===== config.mk =====
export PLATFORM = sky130hd
export DESIGN_NAME = div_sequencer
export DESIGN_NICKNAME = d
export VERILOG_FILES = /design/src/rtl/div_sequencer.sv
export SDC_FILE = /design/constraint.sdc
export NUM_CORES = 1
export LEC_CHECK = 0
export CAP_MARGIN = 15
export CORE_UTILIZATION = 24
export CTS_CLUSTER_DIAMETER = 120
export CTS_CLUSTER_SIZE = 30
export DETAILED_ROUTE_END_ITERATION = 6
export PLACE_DENSITY = 0.46
export SETUP_SLACK_MARGIN = 0.15
export SLEW_MARGIN = 30
export SYNTH_ARGS = -nofsm -noshare
export SYNTH_HDL_FRONTEND = slang
export SYNTH_SLANG_ARGS = --single-unit

===== constraint.sdc =====
create_clock -name clk -period 9.6 [get_ports clk]
set_input_delay 2.88 -clock clk [delete_from_list [all_inputs] [get_ports clk]]
set_output_delay 2.88 -clock clk [all_outputs]
set_load 0.01 [all_outputs]

===== src/rtl/div_sequencer.sv =====
`default_nettype none
// +----------------------------------------------------------------------------+
// | Module      : div_sequencer                                                |
// | Description : Queues divide requests in a 2-entry FIFO and sequences an    |
// |               external SRT divider (clear, launch, wait, respond), with a  |
// |               watchdog and divide-by-zero result substitution.             |
// | Revision    : 1.0  initial release                                         |
// +----------------------------------------------------------------------------+
module div_sequencer #(
  parameter int N    = 32,
  parameter int TAGW = 4
) (
  input  logic            clk,
  input  logic            rst,
  // request side
  input  logic            reqValid,
  output logic            reqReady,
  input  logic            reqSigned,
  input  logic [N-1:0]    reqX,
  input  logic [N-1:0]    reqY,
  input  logic [TAGW-1:0] reqTag,
  // response side
  output logic            respValid,
  input  logic            respReady,
  output logic [N-1:0]    respQ,
  output logic [N-1:0]    respR,
  output logic            respDivByZero,
  output logic            respTimeout,
  output logic [TAGW-1:0] respTag,
  // divider side
  output logic            divRst,
  output logic            divStart,
  output logic            divSigned,
  output logic [N-1:0]    divX,
  output logic [N-1:0]    divY,
  input  logic [N-1:0]    divQ,
  input  logic [N-1:0]    divR,
  input  logic            divDone,
  input  logic            divDbz,
  // status
  output logic            busy
);

  // Watchdog fires on the (2N+8)-th WAIT cycle, i.e. when the count reads 2N+7.
  localparam int              WD_W     = $clog2(2 * N + 8 + 1);
  localparam logic [WD_W-1:0] WD_LIMIT = WD_W'(2 * N + 7);

  typedef enum logic [2:0] {
    S_IDLE   = 3'd0,
    S_CLEAR  = 3'd1,
    S_LAUNCH = 3'd2,
    S_WAIT   = 3'd3,
    S_RESP   = 3'd4
  } state_t;

  state_t state;

  // ---------------------------------------------------------------------------
  // Request FIFO (2 entries)
  // ---------------------------------------------------------------------------
  logic            fifo_sgn [2];
  logic [N-1:0]    fifo_x   [2];
  logic [N-1:0]    fifo_y   [2];
  logic [TAGW-1:0] fifo_tag [2];

  logic       wr_ptr;
  logic       rd_ptr;
  logic [1:0] count;
  logic [1:0] count_next;
  logic       ready_q;
  logic       push;
  logic       pop;
  logic       empty;

  assign empty    = (count == 2'd0);
  assign push     = reqValid & ready_q;
  assign pop      = (state == S_IDLE) & ~empty;
  assign reqReady = ready_q;

  // Occupancy after this edge; simultaneous push and pop cancel out.
  always_comb begin
    count_next = count;
    if (push && !pop) begin
      count_next = count + 2'd1;
    end else if (!push && pop) begin
      count_next = count - 2'd1;
    end
  end

  // FIFO pointers, count and registered ready (held low through reset).
  always_ff @(posedge clk or negedge rst) begin
    if (!rst) begin
      wr_ptr  <= 1'b0;
      rd_ptr  <= 1'b0;
      count   <= 2'd0;
      ready_q <= 1'b0;
    end else begin
      count   <= count_next;
      ready_q <= (count_next != 2'd2);
      if (push) wr_ptr <= ~wr_ptr;
      if (pop)  rd_ptr <= ~rd_ptr;
    end
  end

  // FIFO storage; contents are meaningless while count says empty, so no reset.
  always_ff @(posedge clk) begin
    if (push) begin
      fifo_sgn[wr_ptr] <= reqSigned;
      fifo_x[wr_ptr]   <= reqX;
      fifo_y[wr_ptr]   <= reqY;
      fifo_tag[wr_ptr] <= reqTag;
    end
  end

  // ---------------------------------------------------------------------------
  // Sequencer FSM with operand register and registered outputs
  // ---------------------------------------------------------------------------
  logic            op_signed;
  logic [N-1:0]    op_x;
  logic [N-1:0]    op_y;
  logic [TAGW-1:0] op_tag;
  logic [WD_W-1:0] wdog;

  // Operands stay in op_* from CLEAR until WAIT exits, keeping divider inputs stable.
  assign divSigned = op_signed;
  assign divX      = op_x;
  assign divY      = op_y;
  assign busy      = (state != S_IDLE) | ~empty;

  // Control sequence: IDLE -> CLEAR -> LAUNCH -> WAIT -> RESP -> IDLE.
  always_ff @(posedge clk or negedge rst) begin
    if (!rst) begin
      state         <= S_IDLE;
      op_signed     <= 1'b0;
      op_x          <= '0;
      op_y          <= '0;
      op_tag        <= '0;
      wdog          <= '0;
      divRst        <= 1'b1;
      divStart      <= 1'b0;
      respValid     <= 1'b0;
      respQ         <= '0;
      respR         <= '0;
      respDivByZero <= 1'b0;
      respTimeout   <= 1'b0;
      respTag       <= '0;
    end else begin
      case (state)
        S_IDLE: begin
          if (!empty) begin
            op_signed <= fifo_sgn[rd_ptr];
            op_x      <= fifo_x[rd_ptr];
            op_y      <= fifo_y[rd_ptr];
            op_tag    <= fifo_tag[rd_ptr];
            state     <= S_CLEAR;
          end
        end
        S_CLEAR: begin
          // divRst has been high for this one CLEAR cycle; release it and pulse start.
          divRst   <= 1'b0;
          divStart <= 1'b1;
          state    <= S_LAUNCH;
        end
        S_LAUNCH: begin
          divStart <= 1'b0;
          wdog     <= '0;
          state    <= S_WAIT;
        end
        S_WAIT: begin
          // A done arriving on the expiry cycle still wins over the watchdog.
          if (divDone) begin
            respValid   <= 1'b1;
            respTimeout <= 1'b0;
            respTag     <= op_tag;
            divRst      <= 1'b1;
            state       <= S_RESP;
            if (divDbz) begin
              respQ         <= '1;
              respR         <= op_x;
              respDivByZero <= 1'b1;
            end else begin
              respQ         <= divQ;
              respR         <= divR;
              respDivByZero <= 1'b0;
            end
          end else if (wdog == WD_LIMIT) begin
            respValid     <= 1'b1;
            respTimeout   <= 1'b1;
            respQ         <= '0;
            respR         <= '0;
            respDivByZero <= 1'b0;
            respTag       <= op_tag;
            divRst        <= 1'b1;
            state         <= S_RESP;
          end else begin
            wdog <= wdog + WD_W'(1);
          end
        end
        S_RESP: begin
          if (respReady) begin
            respValid <= 1'b0;
            state     <= S_IDLE;
          end
        end
        default: begin
          state  <= S_IDLE;
          divRst <= 1'b1;
        end
      endcase
    end
  end

endmodule
`default_nettype wire


==> run_results.csv, run 1 <==
group,metric,value,unit
logic_synthesis,synth_common_cells,"dfrtp_1 (156), edfxtp_1 (138), nor2_1 (107)",
clock_tree,cts.sinks,295,
logic_synthesis,yosysSeqAreaShare,72.17,%
final_layout,finalInstanceArea,15080,um^2
job,cap_violations,0,
clock_tree,clock_path_buffers,3,
logic_synthesis,yosys.area.top_type,"edfxtp_1",
sta,fmax,205.9,MHz
final_layout,fin_cells,1636,
worst_setup_path,cpMaxStageDelayCell,"dfrtp_1",
worst_setup_path,worst-path-max-fanout,15,
clock_tree,cts-buffers-inserted,14,
worst_hold_path,hold_path_class,"flop to flop",
place,dp_slack,4.196,ns
final_layout,drive_gt1_share,4.440,%
logic_synthesis,synthMuxAreaShare,9.529,%
routing,remaining_drc_errors,0,
clock_tree,clk_pin_slew,0.11,ns
floorplanning,dieHeight,217.9,um
final_layout,area_growth,34.84,%
global_route,antenna_found_initial,1,
logic_synthesis,synth_compound_area_share,9.977,%
final_layout,antennaDiodeCount,0,
sta,fin_ws,4.743,ns
logic_synthesis,ys_warn_count,0,
worst_setup_path,worst_setup_path_start_kind,"flop",
global_route,first_global_vias,7254,
sta,period_share,50.60,%
sta,slew_headroom,35.21,%
logic_synthesis,synth-edff-count,138,
sta,clock_skew,0.03237,ns
worst_setup_path,worstSetupPathType,"flop to primary output",
routing,ant_nets,0,
logic_synthesis,synth_area_leaders,"edfxtp_1 (37%), dfrtp_1 (35%), mux2i_1 (9.1%)",
sta,hold_viol,0,
global_route,grt_pass1_wl,44640,um
logic_synthesis,synth_area,11190,um^2
logic_synthesis,synth_top_cell_area_share,37.04,%
logic_synthesis,async_flop_share,53.22,%
sta,setup-tns-final,0,ns
floorplanning,io_pins,279,
logic_synthesis,synthAdderAreaFrac,0.2237,%
final_layout,fin_nets,1169,
pwr,powerDensity,300.6,nW/um^2
global_route,overflow,0,
routing,firstDrtPassIters,4,
logic_synthesis,synth_area_per_cell,14.55,um^2
sta,rsz0062_at_grt,"false",
logic_synthesis,synth-xor-area-share,0.2349,%
status,status,"finished clean",
pwr,p_leak,5.697,nW
global_route,grt_max_degree,94,
logic_synthesis,synth_nets,910,
worst_setup_path,arrival,1.98,ns
routing,num_vias,6962,
place,routabilityCongestion,0.7764,
worst_setup_path,critical_path_required,6.72,ns
clock_tree,clk_latency,0.53,ns
clock_tree,cts_setup_buffers,0,
sta,period_needed,4.858,ns
logic_synthesis,synth_top_family_by_area,"compound AO/OA/AOI/OAI gates",
floorplanning,dieArea,47480,um^2
sta,finalSetupViolCount,0,
routing,vias_per_cell,4.256,
worst_setup_path,critPathCaptureType,"primary output",
logic_synthesis,synthDistinctLibCells,43,
worst_setup_path,cp_cell_sequence,"nor2_1 > nand3_1 > clkdlybuf4s50_1",
place,io_buffers,278,
routing,wirelength,29490,um
worst_setup_path,slowest_delay,0.67,ns
logic_synthesis,synth_simple_gate_area_share,5.615,%
routing,wl_per_cell,18.02,um
logic_synthesis,synthFlopType,"dfrtp_1",
floorplanning,row_count,78,
sta,drv_slew,0,
floorplanning,initial_utilization,24.49,%
clock_tree,htreeDepth,1,
sta,max_slew.worst_pin.slew,0.9718,ns
pwr,peakVddDrop,0.1560,mV
place,place_area,14630,um^2
logic_synthesis,yosysMostFrequentCell,"dfrtp_1",
pwr,p_total,4.535,mW
floorplanning,fp.coreArea,45670,um^2
clock_tree,post_cts_hold_buffer_count,0,
floorplanning,die_w,217.9,um
logic_synthesis,synth-seq-cells,295,
global_route,track_usage,12.19,%
clock_tree,cts_resized,0,
clock_tree,clock-root-buffer,"clkbuf_16",
place,dp_cells,1611,
clock_tree,cts_tree,"built",
logic_synthesis,synth_cells,769,
routing,drt_iter0_markers,380,
place,dp_hpwl,19430,um
[report_power, final]
part           leakage [nW]  internal, mW  switching (mW)
clock network         0.202         0.289           0.424
registers              3.12          1.79           0.288
logic                  2.38         0.904           0.839
total                  5.70          2.98            1.55
[final timing paths]
kind	from	end	slack, ns	cells after the start
worst max-delay path	state[0]	busy	4.74	3
worst min-delay path	respQ[27]	respQ[27]	0.50	1
worst max register to register	count[0]	reqReady	6.99	8
worst min register to register	respQ[27]	respQ[27]	0.50	1
max in group asynchronous	rst	divY[11]	6.37	3
min in group asynchronous	rst	respQ[11]	2.24	1
[layer usage]
| metal | track usage, % | up-vias | share of wire [%] |
|---|---|---|---|
| met5 | 0 | - | 0.044 |
| met4 | 2.424 | 2 | 1.6 |
| met3 | 4.463 | 24 | 9.1 |
| met2 | 19.59 | 210 | 46 |
| met1 | 15.69 | 3387 | 43 |
| li1 | - | 3339 | - |
[metrics by stage]
step	hold WS (ns)	util [%]
4_1_cts	0.5029	32.96
3_3_place_gp	0.4698	31.90
6_report	0.4991	33.03
3_5_place_dp	0.4735	32.02
2_1_floorplan	0.4426	-
5_1_grt	0.5143	33.03
[cells in the final DEF, fill, tap and decap left out, types with 2 or more instances in the layout]
cell / netlist / routed
mux2i_1: 102 / 102
a21oi_1: 77 / 77
o21ai_0: 10 / 10
buf_16: 0 / 3
nand4_1: 2 / 2
clkbuf_16: 0 / 14
edfxtp_1: 138 / 138
clkbuf_1: 23 / 6
nand3_1: 3 / 3
buf_4: 0 / 8
o211ai_1: 2 / 2
ha_1: 2 / 2
a31oi_1: 2 / 2
and3_1: 3 / 2
mux2_2: 4 / 4
nand2_1: 13 / 13
inv_1: 7 / 7
nand2b_1: 2 / 2
o2bb2ai_1: 64 / 64
o22ai_1: 2 / 2
nor2b_1: 3 / 3
dfrtp_1: 156 / 155
buf_6: 4 / 2
clkdlybuf4s50_1: 0 / 276
or3_1: 2 / 2
xnor2_1: 2 / 2
nor2_1: 107 / 106
nor3_1: 3 / 3
[state kept, by name, indices dropped and copies added, names as in the netlist, 2 cells and up]
name / cells
fifo_x: 64
respQ: 32
count: 2
fifo_tag: 8
fifo_y: 64
wdog: 7
respTag: 4
op_tag: 4
divY: 32
fifo_sgn: 2
respR: 32
state: 3
divX: 32
[worst max-delay path, delay by kind of cell (launching register included)]
family,cells,cell delay (ns)
simple gates,2,0.27
flops,1,0.67
buf+inv,1,0.54
[layout make-up]
cell class	count	area (um^2)
clock buffers	20	372.9
clock inverters	4	55.05
fillers	4564	30590
inverters	7	26.28
multi-input cells	421	2874
flip-flops and latches	295	8078
well taps	600	750.7
repair buffers	289	2928
[cell families (layout without fill, tap and decap cells)]
| kind of cell | count (synthesis) | after routing |
|---|---|---|
| compound gates | 164 | 164 |
| buf+inv | 53 | 320 |
| flops | 295 | 295 |
| xor+xnor | 3 | 3 |
| fa+ha+maj | 2 | 2 |
| simple gates | 146 | 146 |
| mux | 106 | 106 |
Power figures use the tool's default switching activity.
==> run 2, diff against run 1 <==
clock period = 4.6 ns   (was 9.6 ns; I/O delays follow)
==> run_results.csv, run 2 (same netlist as run 1, synthesis figures left out) <==
group,metric,value,unit
status,status,"finished clean",
clock_tree,cts_tree,"built",
final_layout,final_common_cell,"clkdlybuf4s50_1",
floorplanning,dieHeight,217.9,um
floorplanning,fp.coreArea,45670,um^2
clock_tree,cts_resized,0,
floorplanning,row_count,78,
worst_setup_path,critical_path_required,3.22,ns
worst_setup_path,r2r-start,"wdog[1]",
sta,fin_ws,1.277,ns
global_route,track_usage,12.07,%
place,io_buffers,278,
clock_tree,post_cts_hold_buffer_count,0,
clock_tree,clk_pin_slew,0.12,ns
sta,period_needed,3.323,ns
final_layout,area_growth,34.58,%
worst_setup_path,critPathBufInv,1,
clock_tree,clock-root-buffer,"clkbuf_16",
sta,period_share,72.24,%
sta,setup-tns-final,0,ns
clock_tree,cts_setup_buffers,0,
floorplanning,die_w,217.9,um
final_layout,layout_common_cells,"clkdlybuf4s50_1 (276), dfrtp_1 (155), edfxtp_1 (138), nor2_1 (106), mux2i_1 (102)",
sta,finalSetupViolCount,0,
pwr,powerDensity,623.2,nW/um^2
global_route,overflow,0,
routing,wl_per_cell,17.87,um
sta,hold_viol,0,
sta,rsz0062_at_grt,"false",
global_route,first_global_vias,7091,
place,dp_hpwl,18860,um
clock_tree,cts-buffers-inserted,13,
routing,wirelength,29190,um
pwr,peakVddDrop,0.3374,mV
worst_setup_path,cp_cell_sequence,"nor2_1 > nand3_1 > clkdlybuf4s50_1",
pwr,p_leak,5.673,nW
floorplanning,initial_utilization,24.49,%
sta,slew_headroom,38.09,%
clock_tree,cts.sinks,295,
place,dp_slack,1.099,ns
routing,drt_iter0_markers,348,
worst_setup_path,worstSetupPathType,"flop to primary output",
worst_setup_path,critPathCaptureType,"primary output",
worst_setup_path,worst-path-max-fanout,15,
worst_setup_path,worst_setup_path_start_kind,"flop",
worst_setup_path,cp_top_family,"flip-flops",
final_layout,largestRegisters,"fifo_x: 64 flops, fifo_y: 64 flops",
final_layout,fin_nets,1167,
sta,holdWs,0.4988,ns
routing,remaining_drc_errors,0,
worst_setup_path,ff2ff_setup_slack,2.05,ns
routing,ant_nets,0,
worst_setup_path,setup.worst_path.end,"busy",
global_route,grt_pass1_wl,44320,um
clock_tree,htreeDepth,1,
routing,firstDrtPassIters,4,
sta,clock_skew,0.01052,ns
worst_setup_path,slowest_delay,0.65,ns
final_layout,drive_gt1_share,3.973,%
worst_setup_path,crit_start,"state[0]",
routing,num_vias,7026,
place,dp_cells,1611,
floorplanning,dieArea,47480,um^2
routing,vias_per_cell,4.300,
clock_tree,clk_latency,0.50,ns
clock_tree,clock_path_buffers,3,
pwr,p_total,9.382,mW
job,cap_violations,0,
sta,max_slew.worst_pin.slew,0.9287,ns
worst_setup_path,path_depth,3,
floorplanning,io_pins,279,
sta,fmax,300.9,MHz
final_layout,fill_cells,4579,
worst_setup_path,cpMaxStageDelayCell,"dfrtp_1",
global_route,antenna_found_initial,4,
place,routabilityCongestion,0.7708,
sta,drv_slew,0,
worst_setup_path,reg2regPathDepth,5,
worst_setup_path,arrival,1.94,ns
worst_setup_path,rr_endpoint,"respTag[3]",
global_route,grt_max_degree,144,
final_layout,fin_cells,1634,
worst_hold_path,hold_path_class,"flop to flop",
[run 2: changes by cell type in the layout (fill, tap and decap cells not counted), moves of 2 or more]
cell	previous run	this run
buf_16	3	0
buf_4	8	3
buf_12	0	8
diode_2	0	2
[run 2: cell type report]
class                           instances  area (um^2)  area share, %
Timing Repair Buffer                  288         2957          19.64
Tap cell                              600        750.7          4.986
Clock inverter                          1        3.754        0.02493
Inverter                                7        26.28         0.1745
Sequential cell                       295         8078          53.65
Multi-Input combinational cell        421         2874          19.09
Clock buffer                           20        361.6          2.402
Antenna cell                            2        5.005        0.03324
[run 2: stage by stage]
stage	utilization [%]	cell area (um^2)
after floorplan	-	11190
after global placement	32.07	14650
after detailed placement	32.15	14690
after CTS	32.95	15050
after global routing	32.95	15050
final	32.96	15060
[run 2: worst reg2reg max path, cell delays in order (launching register included)]
cell	delay, ns
dfrtp_1	0.42
ha_1	0.21
nand2_1	0.11
o41ai_4	0.57
nand2_4	0.63
mux2_2	0.51
[run 2: power breakdown]
| part | internal [mW] | switching (mW) | leakage [nW] | total, mW |
|---|---|---|---|---|
| Clock | 0.555 | 0.820 | 0.176 | 1.38 |
| Combinational | 1.92 | 1.77 | 2.38 | 3.70 |
| Sequential | 3.73 | 0.577 | 3.12 | 4.31 |
| Total | 6.21 | 3.17 | 5.67 | 9.38 |
[run 2: worst min-delay path by stage]
stage	from	end	slack, ns	cells after the start
floorplan	wdog[6]	wdog[6]	0.44	1
finish	respQ[29]	respQ[29]	0.50	1
global route	respR[14]	respR[14]	0.51	1
CTS	respR[27]	respR[27]	0.51	1
detailed placement	respQ[19]	respQ[19]	0.47	1
global placement	respQ[19]	respQ[19]	0.47	1
[run 2: layer usage]
layer | global-route usage [%] | wire [um]
met1 | 15.80 | 12980
met2 | 18.93 | 13120
met3 | 4.616 | 2730
met4 | 2.308 | 331
met5 | 0 | 25
==> run 3, diff against run 2 <==
clock period = 3.1 ns   (was 4.6 ns; I/O delays follow)
==> run_results.csv, run 3 (same netlist as run 1, synthesis figures left out) <==
group,metric,value,unit
pwr,clkPwrFrac,15.7,%
sta,period_share,91.16,%
floorplanning,dieArea,47480,um^2
place,dp_cells,1615,
clock_tree,cts_resized,0,
clock_tree,cts_tree,"built",
routing,firstDrtPassIters,4,
routing,remaining_drc_errors,0,
clock_tree,cts_setup_buffers,0,
global_route,grt_max_degree,90,
pwr,p_int,9.350,mW
pwr,switching_share,33.84,%
worst_setup_path,worstSetupPathType,"flop to primary output",
clock_tree,clk_pin_slew,0.11,ns
worst_setup_path,r2r-start,"wdog[1]",
worst_setup_path,critPathCaptureType,"primary output",
sta,fmax,353.9,MHz
worst_setup_path,arrival,1.90,ns
final_layout,fin_cells,1639,
sta,drv_slew,0,
sta,clock_skew,0.02133,ns
sta,slew_headroom,45.92,%
sta,max_slew.worst_pin.slew,0.8113,ns
clock_tree,clock-root-buffer,"clkbuf_16",
pwr,p_sw,4.783,mW
sta,hold_viol,0,
floorplanning,row_count,78,
worst_setup_path,worst-path-max-fanout,4,
global_route,first_global_vias,7231,
floorplanning,dieHeight,217.9,um
pwr,power_frac_seq,45.6,%
routing,wirelength,29190,um
clock_tree,htreeDepth,1,
clock_tree,cts-buffers-inserted,14,
clock_tree,clk_latency,0.51,ns
pwr,peakVddDrop,0.4088,mV
place,dp_hpwl,19400,um
worst_setup_path,crit_start,"count[0]",
global_route,overflow,0,
floorplanning,initial_utilization,24.49,%
final_layout,drive_gt1_share,4.909,%
routing,drt_iter0_markers,404,
job,cap_violations,0,
clock_tree,clock_path_buffers,3,
final_layout,final_common_cell,"clkdlybuf4s50_1",
sta,period_needed,2.826,ns
sta,holdWs,0.2494,ns
routing,ant_nets,0,
floorplanning,die_w,217.9,um
pwr,p_leak,5.722,nW
final_layout,area_growth,35.45,%
final_layout,layout_common_cells,"clkdlybuf4s50_1 (276), dfrtp_1 (154), edfxtp_1 (138), nor2_1 (106), mux2i_1 (102)",
sta,setup-tns-final,0,ns
final_layout,fin_nets,1172,
routing,wl_per_cell,17.81,um
final_layout,antennaDiodeCount,0,
final_layout,largestRegisters,"fifo_x: 64 flops, fifo_y: 64 flops",
place,io_buffers,278,
clock_tree,post_cts_hold_buffer_count,0,
worst_setup_path,critical_path_required,2.17,ns
pwr,powerDensity,932.7,nW/um^2
global_route,track_usage,12.17,%
worst_hold_path,hold_path_class,"primary input to asynchronous set/reset pin",
clock_tree,cts.sinks,295,
place,routabilityCongestion,0.7442,
sta,finalSetupViolCount,0,
floorplanning,fp.coreArea,45670,um^2
routing,num_vias,7021,
global_route,grt_pass1_wl,44750,um
pwr,p_comb_share,38.7,%
worst_setup_path,worst_setup_path_start_kind,"flop",
global_route,antenna_found_initial,3,
status,status,"finished clean",
routing,vias_per_cell,4.284,
sta,rsz0062_at_grt,"false",
floorplanning,io_pins,279,
run 3: worst max-delay path: stages (launching register included):
cell and delay, ns:
dfrtp_1 0.40, inv_1 0.12, ha_2 0.26, nand3_1 0.12, clkdlybuf4s50_1 0.49
run 3: layout make-up:
cell class,count,area (um^2)
flip-flops and latches,295,8079
clock inverters,4,40.04
inverters,7,26.28
multi-input cells,421,2877
clock buffers,20,394.1
well taps,600,750.7
fillers,4575,30520
repair buffers,292,2987
run 3: layer usage:
metal / up-vias / part of all wire [%] / global-route usage [%]
met1: 3449 / 45 / 16.38
li1: 3343 / - / -
met2: 198 / 46 / 19.42
met5: - / 0.13 / 0
met3: 25 / 7.7 / 3.835
met4: 6 / 1.3 / 1.888
run 3: power groups by stage:
stage	logic (mW)	registers [mW]	clock network (mW)
finish	5.47	6.44	2.22
global placement	5.52	6.56	0
global route	5.98	6.64	2.47
floorplan	2.49	6.64	0
CTS	5.60	6.48	2.37
detailed placement	5.57	6.55	0
run 3: worst paths after layout:
check / endpoint / cells past startpoint / slack (ns)
worst min register to register: respQ[16] / 1 / 0.50
worst min-delay path: wdog[5] / 1 / 0.25
worst max register to register: respR[16] / 6 / 0.84
max in group asynchronous: respR[16] / 2 / 2.10
min in group clk: respQ[16] / 1 / 0.50
worst max-delay path: busy / 4 / 0.27
run 3: through the flow:
| stage | power [mW] | setup slack (ns) | instance area (um^2) | util [%] |
|---|---|---|---|---|
| final | 14.13 | 0.2740 | 15150 | 33.18 |
| after global routing | 15.09 | 0.1569 | 15150 | 33.18 |
| after CTS | 14.45 | 0.1513 | 15150 | 33.17 |
| after detailed placement | 12.12 | 0.4479 | 14720 | 32.22 |
| after global placement | 12.07 | 0.4644 | 14720 | 32.22 |
| after floorplan | 9.128 | 0.5621 | 11200 | - |
